==> src/rtl/mesm6_alu_arb_pkg.sv <==
// mesm6_alu_arb_pkg
//   Shared constants and types for the mesm6 ALU arbiter: opcode width and
//   encodings, number of requesting ports, operand word type and the
//   registered response bundle.
package mesm6_alu_arb_pkg;

  localparam int ALU_OP_WIDTH  = 5;
  localparam int ALU_ARB_PORTS = 2;
  localparam int WORD_W        = 48;

  localparam logic [ALU_OP_WIDTH-1:0] ALU_NOP  = 5'd0;
  localparam logic [ALU_OP_WIDTH-1:0] ALU_AND  = 5'd1;
  localparam logic [ALU_OP_WIDTH-1:0] ALU_OR   = 5'd2;
  localparam logic [ALU_OP_WIDTH-1:0] ALU_XOR  = 5'd3;
  localparam logic [ALU_OP_WIDTH-1:0] ALU_ARX  = 5'd4;
  localparam logic [ALU_OP_WIDTH-1:0] ALU_FMUL = 5'd5;

  typedef logic [WORD_W-1:0] word_t;

  typedef struct packed {
    logic  id;
    logic  err;
    word_t result;
    word_t y;
  } rsp_t;

  // Response bundle for a request that never reaches the ALU or was abandoned.
  function automatic rsp_t rsp_empty(input logic id, input logic err);
    rsp_t r;
    r.id     = id;
    r.err    = err;
    r.result = '0;
    r.y      = '0;
    return r;
  endfunction

endpackage

==> src/rtl/mesm6_alu_arb_rr_arb2.sv <==
// mesm6_rr_arb2
//   Combinational two-requester round-robin picker.
//   valid_i : request pending per requester
//   last_i  : requester granted most recently
//   grant_o : one-hot grant (all zero when nothing is valid)
module mesm6_rr_arb2 (
  input  logic [1:0] valid_i,
  input  logic       last_i,
  output logic [1:0] grant_o
);

  always_comb begin
    grant_o = 2'b00;
    case (valid_i)
      2'b01:   grant_o = 2'b01;
      2'b10:   grant_o = 2'b10;
      // contention: favour the requester that was not served last
      2'b11:   grant_o = last_i ? 2'b01 : 2'b10;
      default: grant_o = 2'b00;
    endcase
  end

endmodule

==> src/rtl/mesm6_alu_arb.sv <==
// mesm6_alu_arb
//   Arbiter/sequencer in front of the shared mesm6 ALU. Grants one of two
//   requesters round-robin, holds opcode/operands for the whole multicycle
//   operation, guarantees a NOP cycle between operations and returns the
//   result tagged with the requester. Operations that never finish are
//   turned into error responses by a watchdog.
//   Ports:
//     clk, reset                 clock, synchronous active-high reset
//     req_valid/req_ready        per-port handshake (ready only in IDLE)
//     req_op/req_a/req_b         per-port opcode and operands
//     rsp_valid/rsp_id           one-cycle response pulse and its port
//     rsp_result/rsp_y/rsp_err   response payload (held until next response)
//     busy                       operation in flight
//     alu_op/alu_a/alu_b         registered ALU inputs
//     alu_done/alu_result/alu_y  ALU status and outputs
//
//   state | meaning
//   IDLE  | ALU sees NOP; a request may be accepted
//   BUSY  | ALU inputs held; waiting for alu_done or watchdog expiry
module mesm6_alu_arb
  import mesm6_alu_arb_pkg::*;
#(
  parameter int unsigned TIMEOUT = 32
) (
  input  logic                                          clk,
  input  logic                                          reset,
  input  logic [ALU_ARB_PORTS-1:0]                      req_valid,
  output logic [ALU_ARB_PORTS-1:0]                      req_ready,
  input  logic [ALU_ARB_PORTS-1:0][ALU_OP_WIDTH-1:0]    req_op,
  input  logic [ALU_ARB_PORTS-1:0][WORD_W-1:0]          req_a,
  input  logic [ALU_ARB_PORTS-1:0][WORD_W-1:0]          req_b,
  output logic                                          rsp_valid,
  output logic                                          rsp_id,
  output logic [WORD_W-1:0]                             rsp_result,
  output logic [WORD_W-1:0]                             rsp_y,
  output logic                                          rsp_err,
  output logic                                          busy,
  output logic [ALU_OP_WIDTH-1:0]                       alu_op,
  output logic [WORD_W-1:0]                             alu_a,
  output logic [WORD_W-1:0]                             alu_b,
  input  logic                                          alu_done,
  input  logic [WORD_W-1:0]                             alu_result,
  input  logic [WORD_W-1:0]                             alu_y
);

  typedef enum logic {IDLE, BUSY} state_e;

  localparam logic [7:0] CNT_LAST = 8'(TIMEOUT - 1);

  state_e                  state_q, state_d;
  logic                    last_q, last_d;
  logic [7:0]              cnt_q, cnt_d;
  logic [ALU_OP_WIDTH-1:0] op_q, op_d;
  word_t                   a_q, a_d, b_q, b_d;
  logic                    id_q, id_d;
  logic                    rsp_valid_q, rsp_valid_d;
  rsp_t                    rsp_q, rsp_d;

  logic [1:0] grant;
  logic       sel;

  mesm6_rr_arb2 u_rr (
    .valid_i (req_valid),
    .last_i  (last_q),
    .grant_o (grant)
  );

  assign sel = grant[1];

  always_comb begin
    state_d     = state_q;
    last_d      = last_q;
    cnt_d       = cnt_q;
    op_d        = op_q;
    a_d         = a_q;
    b_d         = b_q;
    id_d        = id_q;
    rsp_valid_d = 1'b0;
    rsp_d       = rsp_q;
    req_ready   = 2'b00;

    case (state_q)
      IDLE: begin
        req_ready = grant;
        if (grant != 2'b00) begin
          last_d = sel;
          if (req_op[sel] == ALU_NOP) begin
            // NOP never reaches the ALU; answer immediately with zeros
            rsp_valid_d = 1'b1;
            rsp_d       = rsp_empty(sel, 1'b0);
          end else begin
            op_d    = req_op[sel];
            a_d     = req_a[sel];
            b_d     = req_b[sel];
            id_d    = sel;
            cnt_d   = '0;
            state_d = BUSY;
          end
        end
      end

      BUSY: begin
        if (alu_done) begin
          rsp_valid_d   = 1'b1;
          rsp_d.id      = id_q;
          rsp_d.err     = 1'b0;
          rsp_d.result  = alu_result;
          rsp_d.y       = alu_y;
          op_d          = ALU_NOP;
          state_d       = IDLE;
        end else if (cnt_q == CNT_LAST) begin
          rsp_valid_d = 1'b1;
          rsp_d       = rsp_empty(id_q, 1'b1);
          op_d        = ALU_NOP;
          state_d     = IDLE;
        end else begin
          cnt_d = cnt_q + 8'd1;
        end
      end

      default: state_d = IDLE;
    endcase
  end

  always_ff @(posedge clk) begin
    if (reset) begin
      state_q     <= IDLE;
      last_q      <= 1'b1;
      cnt_q       <= '0;
      op_q        <= ALU_NOP;
      a_q         <= '0;
      b_q         <= '0;
      id_q        <= 1'b0;
      rsp_valid_q <= 1'b0;
      rsp_q       <= rsp_empty(1'b0, 1'b0);
    end else begin
      state_q     <= state_d;
      last_q      <= last_d;
      cnt_q       <= cnt_d;
      op_q        <= op_d;
      a_q         <= a_d;
      b_q         <= b_d;
      id_q        <= id_d;
      rsp_valid_q <= rsp_valid_d;
      rsp_q       <= rsp_d;
    end
  end

  assign busy       = (state_q == BUSY);
  assign alu_op     = op_q;
  assign alu_a      = a_q;
  assign alu_b      = b_q;
  assign rsp_valid  = rsp_valid_q;
  assign rsp_id     = rsp_q.id;
  assign rsp_err    = rsp_q.err;
  assign rsp_result = rsp_q.result;
  assign rsp_y      = rsp_q.y;

endmodule

==> config.mk <==
export PLATFORM = sky130hd
export DESIGN_NAME = mesm6_alu_arb
export DESIGN_NICKNAME = d
export VERILOG_FILES = /design/src/rtl/mesm6_alu_arb_pkg.sv /design/src/rtl/mesm6_alu_arb_rr_arb2.sv /design/src/rtl/mesm6_alu_arb.sv
export SDC_FILE = /design/constraint.sdc
export NUM_CORES = 1
export LEC_CHECK = 0
export CAP_MARGIN = 25
export CORE_AREA = 4 4 197 199
export DETAILED_ROUTE_END_ITERATION = 6
export DIE_AREA = 0 0 201 203
export GPL_TIMING_DRIVEN = 0
export HOLD_SLACK_MARGIN = 0.05
export SYNTH_ARGS = -nofsm -noshare
export SYNTH_HDL_FRONTEND = slang
export SYNTH_SLANG_ARGS = --single-unit
==> constraint.sdc <==
create_clock -name clk -period 3.3 [get_ports clk]
set_input_delay 0.66 -clock clk [delete_from_list [all_inputs] [get_ports clk]]
set_output_delay 0.66 -clock clk [all_outputs]
set_load 0.01 [all_outputs]
---- Word-level counts from Yosys, hierarchy flattened ----
Cells that the tools add are included.
operators by class
  add/sub/neg operators ................... 1
  $lt $le $gt $ge ......................... 1
  eq/ne operators ......................... 10
  multiplexer cells ....................... 34
  bitwise operators ....................... 2
  reduce and logical (&&, ||, !) cells .... 7
operators with widths
  kind                                                                          number
  98-bit two-way mux                                                            4
  98-bit case mux with 2 select lines                                           1
  48-bit two-way mux                                                            4
  8-bit two-way mux                                                             4
  5-bit two-way mux                                                             6
  8-bit case mux with 2 select lines                                            1
  2-bit inequality test, second input constant                                  5
  5-bit case mux with 2 select lines                                            1
  3-bit AND reduction                                                           3
  8-bit by 1-bit adder with 8-bit output, second input constant                 1
  8-bit by 5-bit == test with 1-bit output, second input constant               1
  1-bit two-way mux                                                             8
  2-bit case mux with 3 select lines                                            1
  5-bit zero test                                                               1
  2-bit == test, second input constant                                          2
  2-bit two-way mux                                                             2
  1-bit case mux with 2 select lines                                            2
  4-bit AND reduction                                                           1
  3-bit by 2-bit inequality test with 1-bit output, second input constant       1
  2-bit by 1-bit == test with 1-bit output, second input constant               1
  1-bit by 2-bit less-than comparator with 1-bit output, second input constant  1
  1-bit inverter                                                                2
  2-bit AND reduction                                                           1
  2-bit nonzero test                                                            1
storage, ports and cells
  bits in registers ....................... 211
  input port bits ......................... 303
  output and inout bits ................... 203
  word-level logic and storage cells ...... 67

---- Logic depth before layout (Yosys ltp) ----
  word-level depth ........................ 8
  depth in mapped cells ................... 7
  mapped depth without buffers ............ 5

---- Hierarchy ----
Synthesis repeated with hierarchy kept, for this count alone.
unflattened totals
  cell total of the unflattened synthesis .. 773
  area total of the unflattened synthesis .. 8513.2 um^2
modules (own cells, without submodules)
  module         instances  cells an instance  area each (um^2)  seq. area each (um^2)
  mesm6_alu_arb  1          770                8494.4            4224.1
  mesm6_rr_arb2  1          3                  18.8              0.0

---- Least setup slack after synthesis ----
Ideal clock, no wire load.
  path kind ............................... input port to output port
  start ................................... in req_valid[1]
  end ..................................... out req_ready[0]
  arrival time ............................ 1.645 ns
  required time ........................... 2.640 ns
  slack ................................... 0.995 ns
  stages .................................. 4
  buffers on the path ..................... 2
  cells stage by stage .................... a21boi_1 clkbuf_1 clkbuf_1 nor2_1
between the ends
  cells in the longest elaborated chain, start to end .. 3
  elaborated cells on any way between the ends .. 5
  classes of those cells .................. 3 x eq/ne; 2 x mux
RTL lines
  what                                                                       line                         text
  from (decl)                                                                mesm6_alu_arb.sv:27          input logic [ALU_ARB_PORTS-1:0] req_valid,
  2-bit == test or 2-bit by 1-bit == test with 1-bit output (tied branches)  mesm6_alu_arb_rr_arb2.sv:14  case (valid_i)
  2-bit case mux with 3 select lines *                                       mesm6_alu_arb_rr_arb2.sv:14
  2-bit two-way mux *                                                        mesm6_alu_arb.sv:82          case (state_q)
  to (decl)                                                                  mesm6_alu_arb.sv:28          output logic [ALU_ARB_PORTS-1:0] req_ready,
Every way passes the cells marked *; elsewhere a longest branch is shown, timed or not.

---- Final worst setup path ----
Ends and elaborated chain as after synthesis.

==> impl_metrics.yaml <==
outcome:
  outcome: "finished, final reports clean"
yosys:
  syn_avg_cell_area_um2: 9.37
  synth_nets: 1266
  synth-seq-cells: 211
  syn-cell-area_um2: 9020
  netlist_instances: 962
  yosysWarningCount: 0
  synth_cell_types: 44
  ys_seq_area_frac: 0.468
critical_path:
  crit_required_ns: 2.64
  arrival_ns: 2.51
  cpPeakStageDelay_ns: 0.52
  start_kind: "primary input"
  r2r-start: "busy"
  critical_path.endpoint: "req_ready[0]"
  reg2reg_depth: 5
  slowest_stage: "clkdlybuf4s50_1"
  crit_chain: "clkdlybuf4s50_1, a21boi_1, buf_4, nor2_1, clkdlybuf4s50_1"
  critPathMaxFanout: 19
  end_kind: "output port"
  cpMostUsedCell: "clkdlybuf4s50_1"
  crit_path_start: "req_valid[1]"
  critical_path_class: "in2out"
  rrSetupSlack_ns: 0.85
  r2r-end: "rsp_result[24]"
layout:
  layout_commonest_cell: "clkdlybuf4s50_1"
  multi_input_area_um2: 4360
  final.fill_count: 3713
  fin_nets: 1797
  areaGrowthSynthToFinish_pct: 72.5
  drive_gt1_frac: 0.0867
  seqCellArea_um2: 4220
  final_cells: 1985
  antennaDiodeCount: 0
  mostFrequentLayoutCells: "clkdlybuf4s50_1 (505), dfxtp_1 (211), nand2_1 (207)"
global_routing:
  grt_usage: 0.174
  grt_max_degree: 20
  antenna_found_initial: 0
  grt_pass1_vias: 9191
  overflow: 0
  grt_pass1_wl_um: 55900
sta:
  finalHoldViolations: 0
  worst_pin_slew_ns: 0.850
  rsz0062_at_grt: "true"
  fin_crit_sh: 0.959
  max_freq_mhz: 316
  slew_violations: 0
  setup_violations: 0
  post-route-min-period_ns: 3.17
  fin_ws_ns: 0.134
  max-slew-margin-rel: 0.429
  fin_skew_ns: 0.00968
floorplanning:
  dieWidth_um: 201
  die_y_um: 203
  initial_utilization: 0.242
  io-pin-count: 506
  num_rows: 71
  dieArea_um2: 40800
  coreArea_um2: 37200
routing:
  routed_wl_um: 38100
  vias: 8996
  first_pass_iters: 4
  drc_errors: 0
  drtIter0Drc: 333
  ant_nets: 0
  wl_per_cell_um: 19.2
  via_per_inst: 4.53
place:
  dp.cells: 1941
  post-dp-hpwl_um: 29800
  place.port_buffers: 505
  routabilityCongestion: 0.856
  pre_cts_ws_ns: -0.704
clock_network:
  cts_max_level: 1
  cts_root_buf: "clkbuf_16"
  numCtsBuffers: 26
  postCtsSetupBuffers: 0
  clkTransAtPathRegs_ns: 0.06
  clockBufferDepth: 3
  clock_latency_ns: 0.54
  clock_sinks: 211
  hold_buffers: 0
  cts_tree: "built"
power:
  power_density_nw_per_um2: 469
  total_power_mw: 7.29
  vdd_ir_drop_max_mv: 0.280
  p_leak_nw: 6.08
job:
  drv_cap: 0
worst_hold_path:
  hp-class: "reg2reg"
[Yosys cell counts, drive strengths merged]
| master | n | area share |
|---|---|---|
| dfxtp | 211 | 0.47 |
| nand2 | 207 | 0.086 |
| a21oi | 105 | 0.058 |
| mux2 | 100 | 0.12 |
| nor2b | 97 | 0.067 |
| a22o | 96 | 0.093 |
| clkbuf | 55 | 0.023 |
| buf | 24 | 0.024 |
| nor2 | 10 | 0.0042 |
| inv | 5 | 0.0021 |
| nor3b | 5 | 0.0042 |
| nor3 | 4 | 0.0033 |
| nor4 | 4 | 0.0058 |
| or3 | 4 | 0.0028 |
| mux2i | 3 | 0.0033 |
| o21ai | 3 | 0.0017 |
| o31ai | 3 | 0.0040 |
| or4 | 3 | 0.0033 |
| nand3 | 2 | 0.0011 |
| nand3b | 2 | 0.0017 |
| nand4 | 2 | 0.0014 |
| o211ai | 2 | 0.0017 |
| o32ai | 2 | 0.0019 |
| a21bo | 1 | 0.0011 |
| a21boi | 1 | 0.00083 |
| a31o | 1 | 0.00097 |
| a32o | 1 | 0.0011 |
| a41o | 1 | 0.0011 |
| and2 | 1 | 0.00069 |
| and3 | 1 | 0.00069 |
| ha | 1 | 0.0014 |
| o21bai | 1 | 0.00083 |
| o22ai | 1 | 0.00069 |
| o31a | 1 | 0.00097 |
| o41a | 1 | 0.0012 |
| xor2 | 1 | 0.00097 |
[metrics by stage]
stage	utilization	instance area, um2	hold WS [ns]	TNS, ns
after global routing	0.418	15500	0.488	-0.000211
after global placement	0.394	14700	0.457	-15.24
final	0.418	15500	0.470	0
after detailed placement	0.394	14700	0.454	-17.56
after floorplan	-	9020	0.448	0
after CTS	0.418	15500	0.474	0
[power breakdown]
part | internal [mW] | switching (mW)
Clock | 1.76 | 1.15
Combinational | 0.909 | 0.652
Sequential | 2.73 | 0.0931
Total | 5.39 | 1.90
[registers in the layout (all words and copies together) (netlist names)]
signal and cells:
alu_a 48, rsp_valid 1, rsp_y 48, busy 1, rsp_err 1, rsp_result 48, id_q 1, last_q 1
cnt_q 8, rsp_id 1, alu_op 5, alu_b 48
[how the worst min path moves through the flow]
stage	start	end	slack, ns	cells past startpoint
4_1_cts	rsp_result[34]	rsp_result[34]	0.47	1
2_1_floorplan	cnt_q[7]	cnt_q[7]	0.45	2
3_5_place_dp	rsp_y[7]	rsp_y[7]	0.45	1
3_3_place_gp	rsp_y[27]	rsp_y[27]	0.46	1
6_report	rsp_result[4]	rsp_result[4]	0.47	1
5_1_grt	rsp_result[8]	rsp_result[8]	0.49	1
[repair_timing]
item                       4_1_cts  5_1_grt
setup endpoints to repair        2        3
hold endpoints to repair         0        0
resized for setup                3        3
[cells by family after synthesis]
logic type               after synthesis  synth area share
AO/OA/AOI/OAI                        220             0.170
XOR/XNOR                               1          0.000972
adder cells (fa/ha/maj)                1           0.00139
buffers and inverters                 84            0.0486
flip-flops                           211             0.468
multiplexers                         103             0.128
AND/OR/NAND/NOR                      342             0.183
[critical path, delay by kind of cell]
| family | cells | cell delay, ns |
|---|---|---|
| buf+inv | 3 | 1.40 |
| compound gates | 1 | 0.36 |
| simple gates | 1 | 0.09 |
[area by class of cell]
class | instances | share of cell area
timing repair buffer | 505 | 0.325
multi-input combinational | 667 | 0.280
sequential | 211 | 0.272
clock buffer | 35 | 0.0485
tap | 474 | 0.0381
buffer | 77 | 0.0271
clock inverter | 11 | 0.00805
inverter | 5 | 0.00121
[metal layers]
| metal | wire length, um | share of wire | GRT usage |
|---|---|---|---|
| met5 | 0 | 0 | 0 |
| met4 | 1090 | 0.028 | 0.0506 |
| met3 | 3260 | 0.085 | 0.0575 |
| met2 | 18500 | 0.49 | 0.312 |
| met1 | 15300 | 0.40 | 0.198 |
Note: power is estimated with default switching activity, not from simulation.
